[config.mk]
export PLATFORM = sky130hd
export DESIGN_NAME = csr_file
export DESIGN_NICKNAME = d
export VERILOG_FILES = /design/src/rtl/csr_pkg.sv /design/src/rtl/csr_counter64.sv /design/src/rtl/csr_file.sv
export SDC_FILE = /design/constraint.sdc
export NUM_CORES = 1
export LEC_CHECK = 0
export CAP_MARGIN = 5
export CORE_AREA = 2 2 324 198
export CTS_CLUSTER_SIZE = 25
export DETAILED_ROUTE_END_ITERATION = 10
export DIE_AREA = 0 0 326 200
export GPL_TIMING_DRIVEN = 0
export SKIP_CTS_REPAIR_TIMING = 1
export SLEW_MARGIN = 20
export SYNTH_ARGS = -nofsm -noshare
export SYNTH_HDL_FRONTEND = slang
export SYNTH_SLANG_ARGS = --single-unit
[constraint.sdc]
create_clock -name clk -period 9.22 [get_ports clk]
set_input_delay 0.922 -clock clk [delete_from_list [all_inputs] [get_ports clk]]
set_output_delay 0.922 -clock clk [all_outputs]
set_load 0.005 [all_outputs]
[src/rtl/csr_pkg.sv]
// Shared definitions for the CSR file: operation encodings, target selectors,
// counter and mirror addresses, and the read-only address range.
package csr_pkg;

    // funct3[1:0] operation field (funct3[2] selects the immediate form)
    typedef enum logic [1:0] {
        CSR_OP_NONE = 2'b00,
        CSR_OP_RW   = 2'b01,
        CSR_OP_RS   = 2'b10,
        CSR_OP_RC   = 2'b11
    } csr_op_e;

    // Which storage element a decoded address refers to
    typedef enum logic [2:0] {
        SEL_NONE        = 3'd0,
        SEL_SCRATCH     = 3'd1,
        SEL_MCYCLE_LO   = 3'd2,
        SEL_MCYCLE_HI   = 3'd3,
        SEL_MINSTRET_LO = 3'd4,
        SEL_MINSTRET_HI = 3'd5,
        SEL_MIRROR      = 3'd6
    } csr_sel_e;

    // Writable machine counters (low / high halves)
    localparam logic [11:0] CSR_MCYCLE    = 12'hB00;
    localparam logic [11:0] CSR_MCYCLEH   = 12'hB80;
    localparam logic [11:0] CSR_MINSTRET  = 12'hB02;
    localparam logic [11:0] CSR_MINSTRETH = 12'hB82;

    // Read-only user mirrors of the machine counters
    localparam logic [11:0] CSR_CYCLE     = 12'hC00;
    localparam logic [11:0] CSR_CYCLEH    = 12'hC80;
    localparam logic [11:0] CSR_INSTRET   = 12'hC02;
    localparam logic [11:0] CSR_INSTRETH  = 12'hC82;

    // Addresses with bits [11:10] = 2'b11 may never be written
    localparam logic [11:0] CSR_RO_MASK   = 12'hC00;
    localparam logic [11:0] CSR_RO_MATCH  = 12'hC00;

    // True when the address lies in the read-only range
    function automatic logic csr_is_read_only(input logic [11:0] addr);
        return ((addr & CSR_RO_MASK) == CSR_RO_MATCH);
    endfunction

endpackage

[src/rtl/csr_counter64.sv]
// 64-bit event counter with independently writable 32-bit halves.
// A write to either half suppresses the increment for that cycle so
// software sees exactly the value it wrote.
module csr_counter64
    import csr_pkg::*;
(
    input  logic        clk,
    input  logic        rst,
    input  logic        inc_en,
    input  logic        wr_lo,
    input  logic        wr_hi,
    input  logic [31:0] wr_data,
    output logic [63:0] count
);

    logic [63:0] count_d;
    logic [63:0] count_q;

    // Next count: half writes take priority over the increment, unwritten half holds
    always_comb begin
        count_d = count_q;
        if (wr_lo || wr_hi) begin
            if (wr_lo) begin
                count_d[31:0] = wr_data;
            end else begin
                count_d[31:0] = count_q[31:0];
            end
            if (wr_hi) begin
                count_d[63:32] = wr_data;
            end else begin
                count_d[63:32] = count_q[63:32];
            end
        end else if (inc_en) begin
            count_d = count_q + 64'd1;
        end else begin
            count_d = count_q;
        end
    end

    // Counter register, cleared asynchronously by reset
    always_ff @(posedge clk or posedge rst) begin
        if (rst) begin
            count_q <= 64'd0;
        end else begin
            count_q <= count_d;
        end
    end

    assign count = count_q;

endmodule

[src/rtl/csr_file.sv]
// CSR file: scratch registers plus mcycle/minstret counters and their
// read-only mirrors. One request per cycle, response registered one cycle later.
// The read value returned is always the pre-update CSR value.
// XLEN is expected to be at least 32 so counter halves fit in one word.
module csr_file
    import csr_pkg::*;
#(
    parameter int          XLEN         = 32,
    parameter int          NUM_SCRATCH  = 4,
    parameter logic [11:0] SCRATCH_BASE = 12'h7C0
) (
    input  logic            clk,
    input  logic            rst,
    input  logic            req_valid,
    input  logic [2:0]      funct3,
    input  logic [11:0]     csr_addr,
    input  logic [4:0]      rs1_addr,
    input  logic [4:0]      rd_addr,
    input  logic [XLEN-1:0] rs1_data,
    input  logic            retire,
    output logic            resp_valid,
    output logic [XLEN-1:0] rd_data,
    output logic            rd_we,
    output logic            illegal
);

    localparam logic [11:0] NUM_SCRATCH_W = 12'(NUM_SCRATCH);

    logic [XLEN-1:0] scratch_q [NUM_SCRATCH];
    logic [XLEN-1:0] scratch_d [NUM_SCRATCH];

    logic [63:0]     mcycle_s;
    logic [63:0]     minstret_s;

    csr_op_e         op_s;
    csr_sel_e        sel_s;
    logic [11:0]     scratch_off_s;
    logic [XLEN-1:0] src_s;
    logic [XLEN-1:0] old_s;
    logic [XLEN-1:0] new_s;
    logic            write_act_s;
    logic            illegal_s;
    logic            do_write_s;
    logic            rd_we_s;

    logic            mc_wr_lo_s;
    logic            mc_wr_hi_s;
    logic            mi_wr_lo_s;
    logic            mi_wr_hi_s;
    logic [31:0]     cnt_wdata_s;

    logic            resp_valid_d;
    logic            resp_valid_q;
    logic [XLEN-1:0] rd_data_d;
    logic [XLEN-1:0] rd_data_q;
    logic            rd_we_d;
    logic            rd_we_q;
    logic            illegal_d;
    logic            illegal_q;

    // Operand decode: operation, source operand and offset into the scratch window
    always_comb begin
        op_s = csr_op_e'(funct3[1:0]);
        if (funct3[2]) begin
            src_s = XLEN'(rs1_addr);
        end else begin
            src_s = rs1_data;
        end
        scratch_off_s = csr_addr - SCRATCH_BASE;
    end

    // Address decode and read mux; counter halves are zero-extended to XLEN
    always_comb begin
        sel_s = SEL_NONE;
        old_s = {XLEN{1'b0}};
        case (csr_addr)
            CSR_MCYCLE: begin
                sel_s = SEL_MCYCLE_LO;
                old_s = XLEN'(mcycle_s[31:0]);
            end
            CSR_MCYCLEH: begin
                sel_s = SEL_MCYCLE_HI;
                old_s = XLEN'(mcycle_s[63:32]);
            end
            CSR_MINSTRET: begin
                sel_s = SEL_MINSTRET_LO;
                old_s = XLEN'(minstret_s[31:0]);
            end
            CSR_MINSTRETH: begin
                sel_s = SEL_MINSTRET_HI;
                old_s = XLEN'(minstret_s[63:32]);
            end
            CSR_CYCLE: begin
                sel_s = SEL_MIRROR;
                old_s = XLEN'(mcycle_s[31:0]);
            end
            CSR_CYCLEH: begin
                sel_s = SEL_MIRROR;
                old_s = XLEN'(mcycle_s[63:32]);
            end
            CSR_INSTRET: begin
                sel_s = SEL_MIRROR;
                old_s = XLEN'(minstret_s[31:0]);
            end
            CSR_INSTRETH: begin
                sel_s = SEL_MIRROR;
                old_s = XLEN'(minstret_s[63:32]);
            end
            default: begin
                // Addresses below the base wrap to large offsets and miss
                if (scratch_off_s < NUM_SCRATCH_W) begin
                    sel_s = SEL_SCRATCH;
                    for (int i = 0; i < NUM_SCRATCH; i++) begin
                        old_s = (scratch_off_s == 12'(i)) ? scratch_q[i] : old_s;
                    end
                end else begin
                    sel_s = SEL_NONE;
                    old_s = {XLEN{1'b0}};
                end
            end
        endcase
    end

    // Legality, write intent, new value and destination write enable
    always_comb begin
        write_act_s = 1'b0;
        new_s       = old_s;
        case (op_s)
            CSR_OP_RW: write_act_s = 1'b1;
            CSR_OP_RS: write_act_s = (rs1_addr != 5'd0);
            CSR_OP_RC: write_act_s = (rs1_addr != 5'd0);
            default:   write_act_s = 1'b0;
        endcase

        case (op_s)
            CSR_OP_RW: new_s = src_s;
            CSR_OP_RS: new_s = old_s | src_s;
            CSR_OP_RC: new_s = old_s & ~src_s;
            default:   new_s = old_s;
        endcase

        illegal_s  = req_valid
                   & ((op_s == CSR_OP_NONE)
                   | (sel_s == SEL_NONE)
                   | (write_act_s & csr_is_read_only(csr_addr)));
        do_write_s = req_valid & write_act_s & ~illegal_s;
        // CSRRW to x0 must not even appear to read the CSR
        rd_we_s    = req_valid & ~illegal_s
                   & ~((op_s == CSR_OP_RW) & (rd_addr == 5'd0));
    end

    // Per-half write strobes for the two counters
    always_comb begin
        mc_wr_lo_s  = do_write_s & (sel_s == SEL_MCYCLE_LO);
        mc_wr_hi_s  = do_write_s & (sel_s == SEL_MCYCLE_HI);
        mi_wr_lo_s  = do_write_s & (sel_s == SEL_MINSTRET_LO);
        mi_wr_hi_s  = do_write_s & (sel_s == SEL_MINSTRET_HI);
        cnt_wdata_s = new_s[31:0];
    end

    // Scratch next state: only the addressed entry takes the new value
    always_comb begin
        for (int i = 0; i < NUM_SCRATCH; i++) begin
            if (do_write_s && (sel_s == SEL_SCRATCH) && (scratch_off_s == 12'(i))) begin
                scratch_d[i] = new_s;
            end else begin
                scratch_d[i] = scratch_q[i];
            end
        end
    end

    // Response next state; everything is zero when no request was presented
    always_comb begin
        resp_valid_d = req_valid;
        if (req_valid && !illegal_s) begin
            rd_data_d = old_s;
        end else begin
            rd_data_d = {XLEN{1'b0}};
        end
        rd_we_d   = rd_we_s;
        illegal_d = illegal_s;
    end

    // Scratch storage and response registers
    always_ff @(posedge clk or posedge rst) begin
        if (rst) begin
            for (int i = 0; i < NUM_SCRATCH; i++) begin
                scratch_q[i] <= {XLEN{1'b0}};
            end
            resp_valid_q <= 1'b0;
            rd_data_q    <= {XLEN{1'b0}};
            rd_we_q      <= 1'b0;
            illegal_q    <= 1'b0;
        end else begin
            for (int i = 0; i < NUM_SCRATCH; i++) begin
                scratch_q[i] <= scratch_d[i];
            end
            resp_valid_q <= resp_valid_d;
            rd_data_q    <= rd_data_d;
            rd_we_q      <= rd_we_d;
            illegal_q    <= illegal_d;
        end
    end

    csr_counter64 u_mcycle (
        .clk     (clk),
        .rst     (rst),
        .inc_en  (1'b1),
        .wr_lo   (mc_wr_lo_s),
        .wr_hi   (mc_wr_hi_s),
        .wr_data (cnt_wdata_s),
        .count   (mcycle_s)
    );

    csr_counter64 u_minstret (
        .clk     (clk),
        .rst     (rst),
        .inc_en  (retire),
        .wr_lo   (mi_wr_lo_s),
        .wr_hi   (mi_wr_hi_s),
        .wr_data (cnt_wdata_s),
        .count   (minstret_s)
    );

    assign resp_valid = resp_valid_q;
    assign rd_data    = rd_data_q;
    assign rd_we      = rd_we_q;
    assign illegal    = illegal_q;

endmodule

==> results.md <==
- TritonCTS Buffers: 30
- Hold path cells: 2
- Final GP Congestion: 1.09
- Mapped Cells: 1884
- Post-Syn Area: 17200 µm²
- Hold EP: scratch_q[101]
- I/O pin total: 96
- Fill cells: 6340
- P&R area growth vs syn: 21.1%
- PwrDens: 149 nW/µm²
- Worst Setup Slack, final: 4.23 ns
- Detailed Routing Iterations Pass 1: 6
- Routed via count: 18390
- Reg-to-reg startpoint: scratch_q[16]
- Row count: 71
- Status: finished, final reports clean
- Sequential share of the synthesized area: 0.423
- Worst reg-to-reg path cell count: 8
- Top cell type's share of synthesized area: 0.423
- Crit end category: flop
- Net count, final: 2097
- Net Switching: 0.000894 W
- Clock Latency Late Sink: 0.62 ns
- Chip height: 200 µm
- Largest net degree at the start of global routing: 98
- Largest area contributor in the netlist: dfrtp_1
- Post-synth EDFFs: 0
- Grt ovf: 0
- Clk buf depth: 3
- Slowest cell delay on critical path: 0.80 ns
- FF-to-FF End: u_minstret.count[48]
- Post-synth ARST share: 1.00
- Synth Register Bits: 291
- DP Worst Slack: 3.94 ns
- Die ar.: 65200 µm²
- Total wire length: 101000 µm
- Max-slew violations: 0
- Most frequent cells after synthesis: dfrtp_1, nand2_1, o21ai_0, nor2_1, a21oi_1
- Logic pwr share: 0.122
- Sw Ratio: 0.288
- Final total power: 0.00310 W
- Fin area: 20900 µm²
- Worst IR drop on VDD: 0.000146 V
- RSZ-0062 raised after global routing: no
- WL/cell: 34.9 µm
- Arrival @ worst endpoint: 5.43 ns
- Final setup viols: 0
- DRT antenna net count: 0
- GRT Resource Usage Total: 0.304
- Most frequent cell after synthesis: dfrtp_1
- Syn Area/Cell: 9.15 µm²
- Syn Nets: 1947
- HP Class: reg -> reg
- Hold WS: 0.480 ns
- Vias in the first global route: 16784
- Period utilisation layout: 0.541
- Synth cell types: 83
- CTS root buf: clkbuf_16
- Final non-filler cell total: 2894
- CP Data Required Time: 9.66 ns
- Placed cells: 2841
- Crit Path Category: in -> reg
- Final min period: 4.99 ns
- Yosys warnings: 0
- Clk slew on worst S/H paths: 0.07 ns
- Sequential share of power: 0.441
- Clk pwr share: 0.437
- Drt via density: 6.35
- Static Leak: 7.97 nW
- 1st-iter DRT viols: 2899
- Synth top area cells: dfrtp_1, mux4_2, nand2_1
- Post-synth top flop: dfrtp_1
- Cell breakdown of the critical path: clkdlybuf4s50_1 -> buf_1 -> clkbuf_1 -> mux2i_1 -> o21ai_0 -> a22oi_1 -> a22oi_1 -> nor2_2 -> o21ai_0
- Internal power: 0.00221 W
- # DRC: 0
- Slew @ Worst Pin: 1.38 ns
- Initial antenna violation count: 7
- Hold Fails Final Rpt: 0
- Max-Cap Viols: 0
- First-pass GRT wire length: 138000 µm
- Max frequency: 200 MHz
- Clk_skew: 0.0245 ns
- R2r setup slk: 5.51 ns
- Slew HR: 0.0730
- HP Start: scratch_q[101]
- CP Max Fanout: 10
- Worst setup SP type: input pin
- Die width: 326 µm
- Clk sink count: 291
- Placed Area: 19800 µm²
- H-Tree Depth: 1
- Share of layout cells above drive strength 1: 0.129
- Starting Density: 0.278
- CP max-delay cell: nor2_2
- Placeable Area: 62100 µm²
- CTS tree: done
- Port Buffers: 93
- HPWL after DPL: 79100 µm
## metrics by stage
step	util	TNS (ns)
6_report	0.336	0
5_1_grt	0.336	0
4_1_cts	0.336	0
3_5_place_dp	0.319	0
3_3_place_gp	0.309	-1104.73
2_1_floorplan	-	0
## critical path: cells and delay by family
kind	cells	cell delay, ns
mux	1	0.52
compound gates	4	0.95
simple gates	1	0.80
buf+inv	3	2.20
## layout make-up
class,instances,area (µm²),share of cell area
clock buffer,38,841,0.0403
sequential,291,7280,0.349
buffer,131,561,0.0269
multi-input combinational,1439,9540,0.457
inverter,23,93.8,0.00450
antenna,3,7.51,0.000360
clock inverter,12,205,0.00983
timing repair buffer,118,1290,0.0617
tap,839,1050,0.0503
## flip-flops by register name, indices dropped and copies added, names as in the netlist
name,flops
scratch_q,128
u_mcycle.count,64
u_minstret.count,64
rd_data,32
illegal,1
rd_we,1
resp_valid,1
## worst max path at each step
| stage | from | endpoint | slack, ns | cells after the start |
|---|---|---|---|---|
| after global placement | rst | rd_we | -3.84 | 2 |
| after floorplan | rst | illegal | 0.26 | 1 |
| after detailed placement | csr_addr[1] | scratch_q[40] | 3.94 | 8 |
| after global routing | csr_addr[10] | u_minstret.count[48] | 4.34 | 11 |
| final | csr_addr[7] | scratch_q[7] | 4.23 | 9 |
| after CTS | csr_addr[1] | scratch_q[40] | 4.58 | 8 |
## power groups by stage
stage	logic, W	registers, W	clock network [W]
global placement	0.000325	0.00139	0
global route	0.000389	0.00137	0.00142
CTS	0.000359	0.00137	0.00137
floorplan	0.000176	0.00136	0
finish	0.000378	0.00137	0.00136
detailed placement	0.000358	0.00139	0
## cell usage in the layout (no fill, tap or decap), types with 13 or more instances in the layout
cell and instances:
clkbuf_16 30, o211ai_1 19, a22oi_1 22, inv_1 20, a22o_1 17, nand4_1 50, clkdlybuf4s50_1 93, dfrtp_1 291
nor2b_1 25, and3_1 47, a21oi_1 111, mux4_2 42, a31oi_1 28, nand3_1 81, buf_2 45, xnor2_1 24
a221oi_1 19, o22ai_1 13, nor2_1 127, and2_1 37, nor4_1 25, o21ai_0 151, nand2_1 229, a211oi_1 51
and4_1 20, nor3_1 51, clkbuf_1 75, mux2_2 33, mux2i_1 17
## cell families after synthesis
logic type / count (synthesis) / share of synthesized area
mux: 92 / 0.0863
fa+ha+maj: 2 / 0.00145
xor+xnor: 24 / 0.0122
flops: 291 / 0.423
compound gates: 554 / 0.212
buf+inv: 154 / 0.0375
simple gates: 767 / 0.228
## layer usage
metal  track usage  vias to the layer above  part of all wire  routed length [µm]
met1         0.455                     9290              0.44               44900
met3         0.161                      161              0.18               18200
met2         0.366                     1522              0.35               34900
met5             0                        -                 0                   0
met4        0.0717                        0             0.030                3070
li1              -                     7417                 -                   -
No activity file was read; power rests on OpenSTA's default activity.
